[src/rtl/turn_sequencer_pkg.sv]
// Shared types and board geometry for the turn sequencer and its column height tracker.
package turn_sequencer_pkg;

  typedef enum logic [1:0] {
    EMPTY = 2'b00,
    RED   = 2'b01,
    GREEN = 2'b10
  } cell_color_e;

  localparam int NUM_COLS  = 7;
  localparam int NUM_ROWS  = 6;
  localparam int NUM_CELLS = NUM_COLS * NUM_ROWS;

  typedef enum logic [2:0] {
    SELECT,
    FALL,
    WRITE,
    CHECK,
    GAME_OVER
  } seq_state_e;

endpackage

[src/rtl/turn_sequencer_column_heights.sv]
// Per-column fill heights (0..NUM_ROWS); increment saturates, so a full column never wraps.
module column_heights
  import turn_sequencer_pkg::*;
(
  input  logic                clock,
  input  logic                reset,
  input  logic                inc_i,
  input  logic [2:0]          inc_col_i,
  input  logic [2:0]          rd_col_i,
  output logic [2:0]          rd_height_o,
  output logic [NUM_COLS-1:0] full_o
);

  logic [2:0] height_q [NUM_COLS];
  logic [2:0] height_d [NUM_COLS];

  always_comb begin
    for (int c = 0; c < NUM_COLS; c++) begin
      height_d[c] = height_q[c];
      full_o[c]   = (height_q[c] == 3'(NUM_ROWS));
      if (inc_i && (inc_col_i == 3'(c)) && !full_o[c]) begin
        height_d[c] = height_q[c] + 3'd1;
      end
    end
  end

  always_ff @(posedge clock) begin
    for (int c = 0; c < NUM_COLS; c++) begin
      if (reset) begin
        height_q[c] <= 3'd0;
      end else begin
        height_q[c] <= height_d[c];
      end
    end
  end

  assign rd_height_o = (rd_col_i < 3'(NUM_COLS)) ? height_q[rd_col_i] : 3'd0;

endmodule

[src/rtl/turn_sequencer.sv]
// Connect-four move sequencer: cursor selection, animated fall, single-cycle board write,
// then win/draw resolution and turn hand-over.
module turn_sequencer
  import turn_sequencer_pkg::*;
(
  input  logic       clock,
  input  logic       reset,
  input  logic       left_key_i,
  input  logic       right_key_i,
  input  logic       drop_key_i,
  input  logic       tick_i,
  input  logic       win_i,
  output logic [2:0] cursor_col_o,
  output logic [1:0] turn_o,
  output logic       fall_active_o,
  output logic [2:0] fall_row_o,
  output logic       wr_en_o,
  output logic [2:0] wr_col_o,
  output logic [2:0] wr_row_o,
  output logic [1:0] wr_color_o,
  output logic       game_over_o,
  output logic [1:0] winner_o
);

  seq_state_e  state_q, state_d;
  logic [2:0]  cursor_q, cursor_d;
  logic [2:0]  drop_col_q, drop_col_d;
  logic [2:0]  fall_row_q, fall_row_d;
  cell_color_e turn_q, turn_d;
  cell_color_e winner_q, winner_d;
  logic [5:0]  count_q, count_d;

  logic                inc;
  logic [2:0]          rd_col;
  logic [2:0]          rd_height;
  logic [NUM_COLS-1:0] col_full;

  // While selecting, the tracker looks at the cursor; afterwards at the latched drop column.
  assign rd_col = (state_q == SELECT) ? cursor_q : drop_col_q;

  column_heights u_heights (
    .clock       (clock),
    .reset       (reset),
    .inc_i       (inc),
    .inc_col_i   (drop_col_q),
    .rd_col_i    (rd_col),
    .rd_height_o (rd_height),
    .full_o      (col_full)
  );

  always_comb begin
    state_d    = state_q;
    cursor_d   = cursor_q;
    drop_col_d = drop_col_q;
    fall_row_d = fall_row_q;
    turn_d     = turn_q;
    winner_d   = winner_q;
    count_d    = count_q;
    inc        = 1'b0;
    case (state_q)
      SELECT: begin
        // A drop key swallows any simultaneous cursor key, even when the column is full.
        if (drop_key_i) begin
          if (!col_full[cursor_q]) begin
            drop_col_d = cursor_q;
            fall_row_d = 3'(NUM_ROWS - 1);
            state_d    = FALL;
          end
        end else if (left_key_i && !right_key_i) begin
          if (cursor_q != 3'd0) cursor_d = cursor_q - 3'd1;
        end else if (right_key_i && !left_key_i) begin
          if (cursor_q != 3'(NUM_COLS - 1)) cursor_d = cursor_q + 3'd1;
        end
      end
      FALL: begin
        if (tick_i) begin
          if (fall_row_q == rd_height) state_d = WRITE;
          else fall_row_d = fall_row_q - 3'd1;
        end
      end
      WRITE: begin
        inc     = 1'b1;
        state_d = CHECK;
        if (count_q != 6'(NUM_CELLS)) count_d = count_q + 6'd1;
      end
      CHECK: begin
        if (win_i) begin
          winner_d = turn_q;
          state_d  = GAME_OVER;
        end else if (count_q == 6'(NUM_CELLS)) begin
          winner_d = EMPTY;
          state_d  = GAME_OVER;
        end else begin
          turn_d  = (turn_q == RED) ? GREEN : RED;
          state_d = SELECT;
        end
      end
      GAME_OVER: begin
      end
      default: state_d = SELECT;
    endcase
  end

  always_ff @(posedge clock) begin
    if (reset) begin
      state_q    <= SELECT;
      cursor_q   <= 3'd3;
      drop_col_q <= 3'd0;
      fall_row_q <= 3'd0;
      turn_q     <= RED;
      winner_q   <= EMPTY;
      count_q    <= 6'd0;
    end else begin
      state_q    <= state_d;
      cursor_q   <= cursor_d;
      drop_col_q <= drop_col_d;
      fall_row_q <= fall_row_d;
      turn_q     <= turn_d;
      winner_q   <= winner_d;
      count_q    <= count_d;
    end
  end

  assign wr_en_o       = (state_q == WRITE);
  assign wr_col_o      = wr_en_o ? drop_col_q : 3'd0;
  assign wr_row_o      = wr_en_o ? fall_row_q : 3'd0;
  assign wr_color_o    = wr_en_o ? turn_q : EMPTY;
  assign cursor_col_o  = cursor_q;
  assign turn_o        = turn_q;
  assign fall_active_o = (state_q == FALL);
  assign fall_row_o    = fall_row_q;
  assign game_over_o   = (state_q == GAME_OVER);
  assign winner_o      = winner_q;

endmodule

[config.mk]
export PLATFORM = sky130hd
export DESIGN_NAME = turn_sequencer
export DESIGN_NICKNAME = d
export VERILOG_FILES = /design/src/rtl/turn_sequencer_pkg.sv /design/src/rtl/turn_sequencer_column_heights.sv /design/src/rtl/turn_sequencer.sv
export SDC_FILE = /design/constraint.sdc
export NUM_CORES = 1
export LEC_CHECK = 0
export ABC_AREA = 1
export BUFFER_PORTS_ARGS = -buffer_cell sky130_fd_sc_hd__buf_2
export CORE_UTILIZATION = 35
export DETAILED_ROUTE_END_ITERATION = 12
export GPL_TIMING_DRIVEN = 0
export HOLD_SLACK_MARGIN = 0.03
export PLACE_DENSITY = 0.56
export SKIP_CTS_REPAIR_TIMING = 1
export SLEW_MARGIN = 20
export SYNTH_ARGS = -nofsm -noshare
export SYNTH_HDL_FRONTEND = slang
export SYNTH_SLANG_ARGS = --single-unit
[constraint.sdc]
create_clock -name clock -period 3.3 [get_ports clock]
set_input_delay 0.825 -clock clock [delete_from_list [all_inputs] [get_ports clock]]
set_output_delay 0.825 -clock clock [all_outputs]
set_load 0.01 [all_outputs]
==> results of run 1 <==
==> logic make-up after synthesis <==
| group | share of synthesized area (%) |
|---|---|
| and+or+nand+nor | 33.53 |
| buffers and inverters | 10.12 |
| DFF | 33.14 |
| AOI/OAI and AO/OA | 12.77 |
| adders and majority gates | 9.441 |
| xor gates and xnor gates | 1.012 |
==> cell usage in the layout, fill, tap and decap left out, drive strengths merged <==
cell	instances
nor3	15
nand2	69
nand4	8
fa	1
o2111ai	1
inv	59
dfxtp	43
ha	18
or2	2
clkinv	2
nor2	35
a21oi	35
o21ai	25
buf	30
a21boi	1
o31ai	1
nor4	3
and3	8
xor2	3
o211ai	1
nand3	37
clkbuf	8
==> final timing paths <==
path / to / cells past startpoint / start / slack [ps]
worst max-delay path: wr_col_o[0] / 6 / state_q[2]$_SDFFE_PP0P_ / 880
worst max register to register: state_q[0]$_SDFFE_PP0P_ / 12 / cursor_col_o[0]$_SDFFE_PP1P_ / 1240
worst min register to register: winner_o[0]$_SDFFE_PP0P_ / 2 / winner_o[0]$_SDFFE_PP0P_ / 470
worst min-delay path: winner_o[0]$_SDFFE_PP0P_ / 2 / winner_o[0]$_SDFFE_PP0P_ / 470
==> layer usage <==
metal | vias to the layer above | global-route usage, % | routed length (um)
li1 | 1288 | - | -
met1 | 1125 | 24.30 | 3185
met2 | 23 | 27.91 | 2914
met3 | 8 | 2.922 | 120
met4 | 0 | 4.839 | 97
met5 | - | 0 | 0
==> per-stage QoR <==
| step | cells | cell area [sq um] | utilization (%) | power, uW |
|---|---|---|---|---|
| floorplan | 371 | 2597 | - | 1152 |
| global placement | 496 | 2851 | 39.52 | 1315 |
| detailed placement | 496 | 2851 | 39.52 | 1320 |
| CTS | 504 | 2947 | 40.84 | 1692 |
| global route | 504 | 2947 | 40.84 | 1829 |
| finish | 504 | 2947 | 40.84 | 1683 |
==> critical path, stage by stage (launching register included) <==
cell and delay (ps):
dfxtp_1 370, nor2_4 170, inv_2 70, nor2_4 200, inv_4 130, nor2_1 180, buf_2 160
==> power by group <==
| group | internal [uW] | switching, uW |
|---|---|---|
| combinational | 234 | 466 |
| clock | 156 | 214 |
| sequential | 567 | 46.0 |
==> state kept, by name, indices dropped and copies added (netlist names) <==
signal,count
fall_row_o,3
drop_col_q,3
winner_o,2
count_q,6
u_heights.height_q,21
turn_o,2
state_q,3
cursor_col_o,3
==> area by class of cell <==
class                           count  share of cell area [%]
Multi-Input combinational cell    263                   50.02
Sequential cell                    43                   29.21
Inverter                           58                   7.643
Timing Repair Buffer               26                   4.416
Tap cell                           99                   4.204
Clock buffer                        5                   2.335
Buffer                              7                   1.274
Clock inverter                      3                  0.8917
==> Yosys cell counts, drive strengths merged <==
| cell | instances |
|---|---|
| a21boi | 1 |
| a21oi | 35 |
| and3 | 8 |
| buf | 4 |
| clkbuf | 3 |
| clkinv | 1 |
| dfxtp | 43 |
| fa | 1 |
| ha | 18 |
| inv | 57 |
| nand2 | 69 |
| nand3 | 37 |
| nand4 | 8 |
| nor2 | 35 |
| nor3 | 15 |
| nor4 | 3 |
| o2111ai | 1 |
| o211ai | 1 |
| o21ai | 25 |
| o31ai | 1 |
| or2 | 2 |
| xor2 | 3 |
==> out/qor.csv, run 1 <==
metric,value,unit
via count,2444,
setup TNS,0,ps
Sequential Area,860.8,sq um
final hold violation count,0,
f_max,412.6,MHz
global route overflow,0,
transition time at the pin with the least slew margin,624.7,ps
full die area,0.007770,sq mm
Max Root-Sink Buffers,2,
min cycle time layout,2424,ps
largest net degree at the start of global routing,17,
Post-Route WL,6318,um
Synth area leader,dfxtp_1,
Initial Util,36.00,%
CTS Sinks,43,
nets@finish,430,
largest cells by area after synthesis,"dfxtp_1 (33%), ha_1 (8.7%), nand2_1 (8.7%)",
part of the cycle the worst path needs,73.44,%
RSZ-0062 raised after global routing,no,
Iter 0 DRT Violations,115,
Core ar.,0.007214,sq mm
Crit Path Category,reg2out,
vias per cell,4.849,
DRC Markers,0,
VDD IR max,0.0001870,V
Fill cells,791,
clk slew on worst S/H paths,100,ps
multi-input logic area,0.001474,sq mm
post-DP HPWL,4888,um
Die Height,88.15,um
CTS root buf,clkbuf_8,
max_cap viols,0,
Place WS,1032,ps
layout cells sized above 1,15.80,%
syn avg cell area,7.001,sq um
max-slew violations,0,
setup ws final,876.3,ps
PortBufs,26,
Clock Skews,8.637,ps
Synth top area share,33.14,%
Critical Path Sink Type,output port,
H-tree levels,2,
pwr dens,571.2,mW/mm^2
"Distinct cells, synth",33,
final setup fails,0,
sequential share of the synthesized area,33.14,%
status,finished clean,
Slew HR,58.03,%
leakage,0.001408,uW
GP Congestion,0.8494,
initial antenna violation count,0,
ANT cells,0,
number of global-route vias before repair,2249,
Mapped Area,0.002597,sq mm
Chip Width,88.15,um
first-pass GRT wire length,10580,um
Syn Inst Count,371,
Num CTS Buffers,5,
Hold WC Path Type,reg2reg,
worst-skew pair later-pin latency,310,ps
Synth warnings,0,
Critical Path Fanout Max,10,
Final ANT Viol Nets,0,
WHS,465.2,ps
Worst Setup Start Kind,flop,
CP Data Required Time,2470,ps
"FF+latch count, synth",43,
num ports,28,
"Arr. time, crit path",1600,ps
Avg WL per Cell,12.54,um
Pre-antenna DRT Iters,4,
TritonCTS clock tree,built,
syn nets,397,
area grow syn2layout,13.44,%
Tot GR Track Use,17.47,%
Site Rows,31,
Note: power is estimated with default switching activity, not from simulation.
==> run 2: changes to the inputs <==
- PLACE_DENSITY: 0.56 -> 0.58
- clock period: 3.3 -> 2 ns (I/O delays scaled with it)
==> run 2 against run 1 <==
Compared with the run above:
- the run now ends with negative setup slack left
- via count grew 4.4%
- power grew 93%
- routed wire length grew 6.1%
- register-to-register slack lost 1300 ps
- global-route usage grew 0.18 points
- highest routed layer unchanged
- largest power group unchanged
- worst setup slack lost 920 ps
- critical path depth is the same
- sequential share of layout area shrank 2.7 points
- combinational power grew 130%
- clock power grew 58%
==> out/qor.csv, run 2 (synthesis results as in run 1) <==
metric,value,unit,change
layout cells sized above 1,28.81,%,+13 points
full die area,0.007770,sq mm,unchanged
Slew HR,61.52,%,+3.5 points
Final ANT Viol Nets,0,,unchanged
Clock Skews,12.90,ps,+4.258 ps
Hold WC Path Type,reg2reg,,
Die Height,88.15,um,unchanged
Chip Width,88.15,um,unchanged
max-slew violations,0,,unchanged
first-pass GRT wire length,10610,um,+0.20%
Critical Path Fanout Max,10,,unchanged
num ports,28,,unchanged
reg2reg end,fall_row_o[1]$_SDFFE_PP0P_,,
Tot GR Track Use,17.66,%,+0.18 points
GP Congestion,0.8232,,-3.1%
ANT cells,0,,unchanged
post-DP HPWL,4860,um,-0.58%
f_max,489.7,MHz,
R2R depth,17,,+5
"Arr. time, crit path",1540,ps,-60 ps
setup TNS,-173.7,ps,-173.7 ps
crit-path cells,nor2_4 > inv_2 > nor2_4 > inv_6 > nor2_2 > buf_2,,
via count,2551,,+4.4%
Worst Setup Start Kind,flop,,
placed insts,496,,unchanged
Num CTS Buffers,5,,unchanged
"non-filler cells, final",512,,+1.6%
Critical Path Sink Type,output port,,
min cycle time layout,2042,ps,
Avg WL per Cell,13.09,um,+4.4%
RSZ-0062 raised after global routing,yes,,
CP Data Required Time,1500,ps,-970 ps
initial antenna violation count,0,,unchanged
Site Rows,31,,unchanged
nets@finish,438,,+1.9%
Critical-path top delay cell,dfxtp_4,,
Largest Register,u_heights.height_q,,
vias per cell,4.982,,+2.7%
DRC Markers,0,,unchanged
Crit Path Category,reg2out,,
final hold violation count,0,,unchanged
"Top cell by count, worst path",nor2_4,,
Core ar.,0.007214,sq mm,unchanged
Pre-antenna DRT Iters,4,,unchanged
largest net degree at the start of global routing,16,,-1
area grow syn2layout,25.58,%,
CTS Sinks,43,,unchanged
Hold Path Sink,count_q[5]$_SDFFE_PP0P_,,
VDD IR max,0.0003063,V,+64%
global route overflow,0,,unchanged
transition time at the pin with the least slew margin,577.3,ps,-47.41 ps
Post-Route WL,6703,um,+6.1%
hold path startpoint,count_q[5]$_SDFFE_PP0P_,,
"most common cell after layout, fill and taps aside",inv_1,,
max_cap viols,0,,unchanged
R2R setup slack,-40,ps,-1280 ps
worst-skew pair later-pin latency,300,ps,about the same
Largest register FFs,21,,unchanged
leakage,0.001505,uW,+6.9%
Final Util,45.21,%,+4.4 points
failing checks,negative setup slack,,
clk slew on worst S/H paths,90,ps,about the same
hold depth,1,,-1
Largest regs,"u_heights.height_q (21), count_q (6)",,
PortBufs,26,,unchanged
H-tree levels,2,,unchanged
Iter 0 DRT Violations,133,,+16%
pwr dens,993.7,mW/mm^2,+74%
largest stage delay on the critical path,370,ps,about the same
number of global-route vias before repair,2290,,+1.8%
RR Startpoint,state_q[2]$_SDFFE_PP0P_,,
part of the cycle the worst path needs,102.1,%,
CTS root buf,clkbuf_8,,
setup ws final,-42.06,ps,-918.4 ps
Max Root-Sink Buffers,2,,unchanged
final setup fails,9,,+9
TritonCTS clock tree,built,,
Initial Util,36.00,%,unchanged
most frequent cells in the layout,"inv_1 (50), nand2_1 (43), dfxtp_1 (41)",,
status,"complete, but fails checks",,
## run 2: how the worst max path moves through the flow
stage / start / endpoint / slack [ps] / cells past startpoint
detailed placement: state_q[0]$_SDFFE_PP0P_ / u_heights.height_q[6][2]$_SDFFE_PP0P_ / -50 / 9
finish: state_q[2]$_SDFFE_PP0P_ / wr_col_o[0] / -40 / 6
floorplan: cursor_col_o[0]$_SDFFE_PP1P_ / state_q[0]$_SDFFE_PP0P_ / 260 / 12
global route: state_q[2]$_SDFFE_PP0P_ / state_q[0]$_SDFFE_PP0P_ / -140 / 17
CTS: state_q[0]$_SDFFE_PP0P_ / wr_col_o[0] / -80 / 6
global placement: state_q[0]$_SDFFE_PP0P_ / u_heights.height_q[6][2]$_SDFFE_PP0P_ / -10 / 9
## run 2: critical path: cells and delay by family, from the launching register on
| kind | cells | cell delay, ps |
|---|---|---|
| buffers and inverters | 3 | 330 |
| AND/OR/NAND/NOR | 3 | 540 |
| flip-flops | 1 | 370 |
## run 2: per-layer routing
layer | up-vias | wire (um) | track usage, %
met5 | - | 0 | 0
met4 | 0 | 149 | 6.891
met3 | 13 | 278 | 3.110
met2 | 51 | 3174 | 28.68
met1 | 1187 | 3100 | 23.27
li1 | 1300 | - | -
## run 2: through the flow
step                setup WS (ps)  power (uW)  area [sq um]  hold slack (ps)
finish                     -42.06        3241          3262            461.9
global route               -142.8        3483          3262            482.9
CTS                        -80.74        2770          2944            462.3
global placement           -14.96        2165          2851            439.6
floorplan                   259.1        1900          2597            422.7
detailed placement         -46.05        2181          2851            449.4
## run 2: where the power goes
part	total (uW)	switching [uW]	internal (uW)
registers	1020	81.3	935
clock network	583	333	250
logic	1640	1060	586
## run 2: final cells by class
cell class,instances,area (sq um)
well taps,99,123.9
plain buffers,7,43.79
clock inverters,3,23.77
inverters,58,237.7
multi-input cells,263,1704
repair buffers,34,193.9
flip-flops and latches,43,865.8
fillers,767,3953
clock buffers,5,68.82
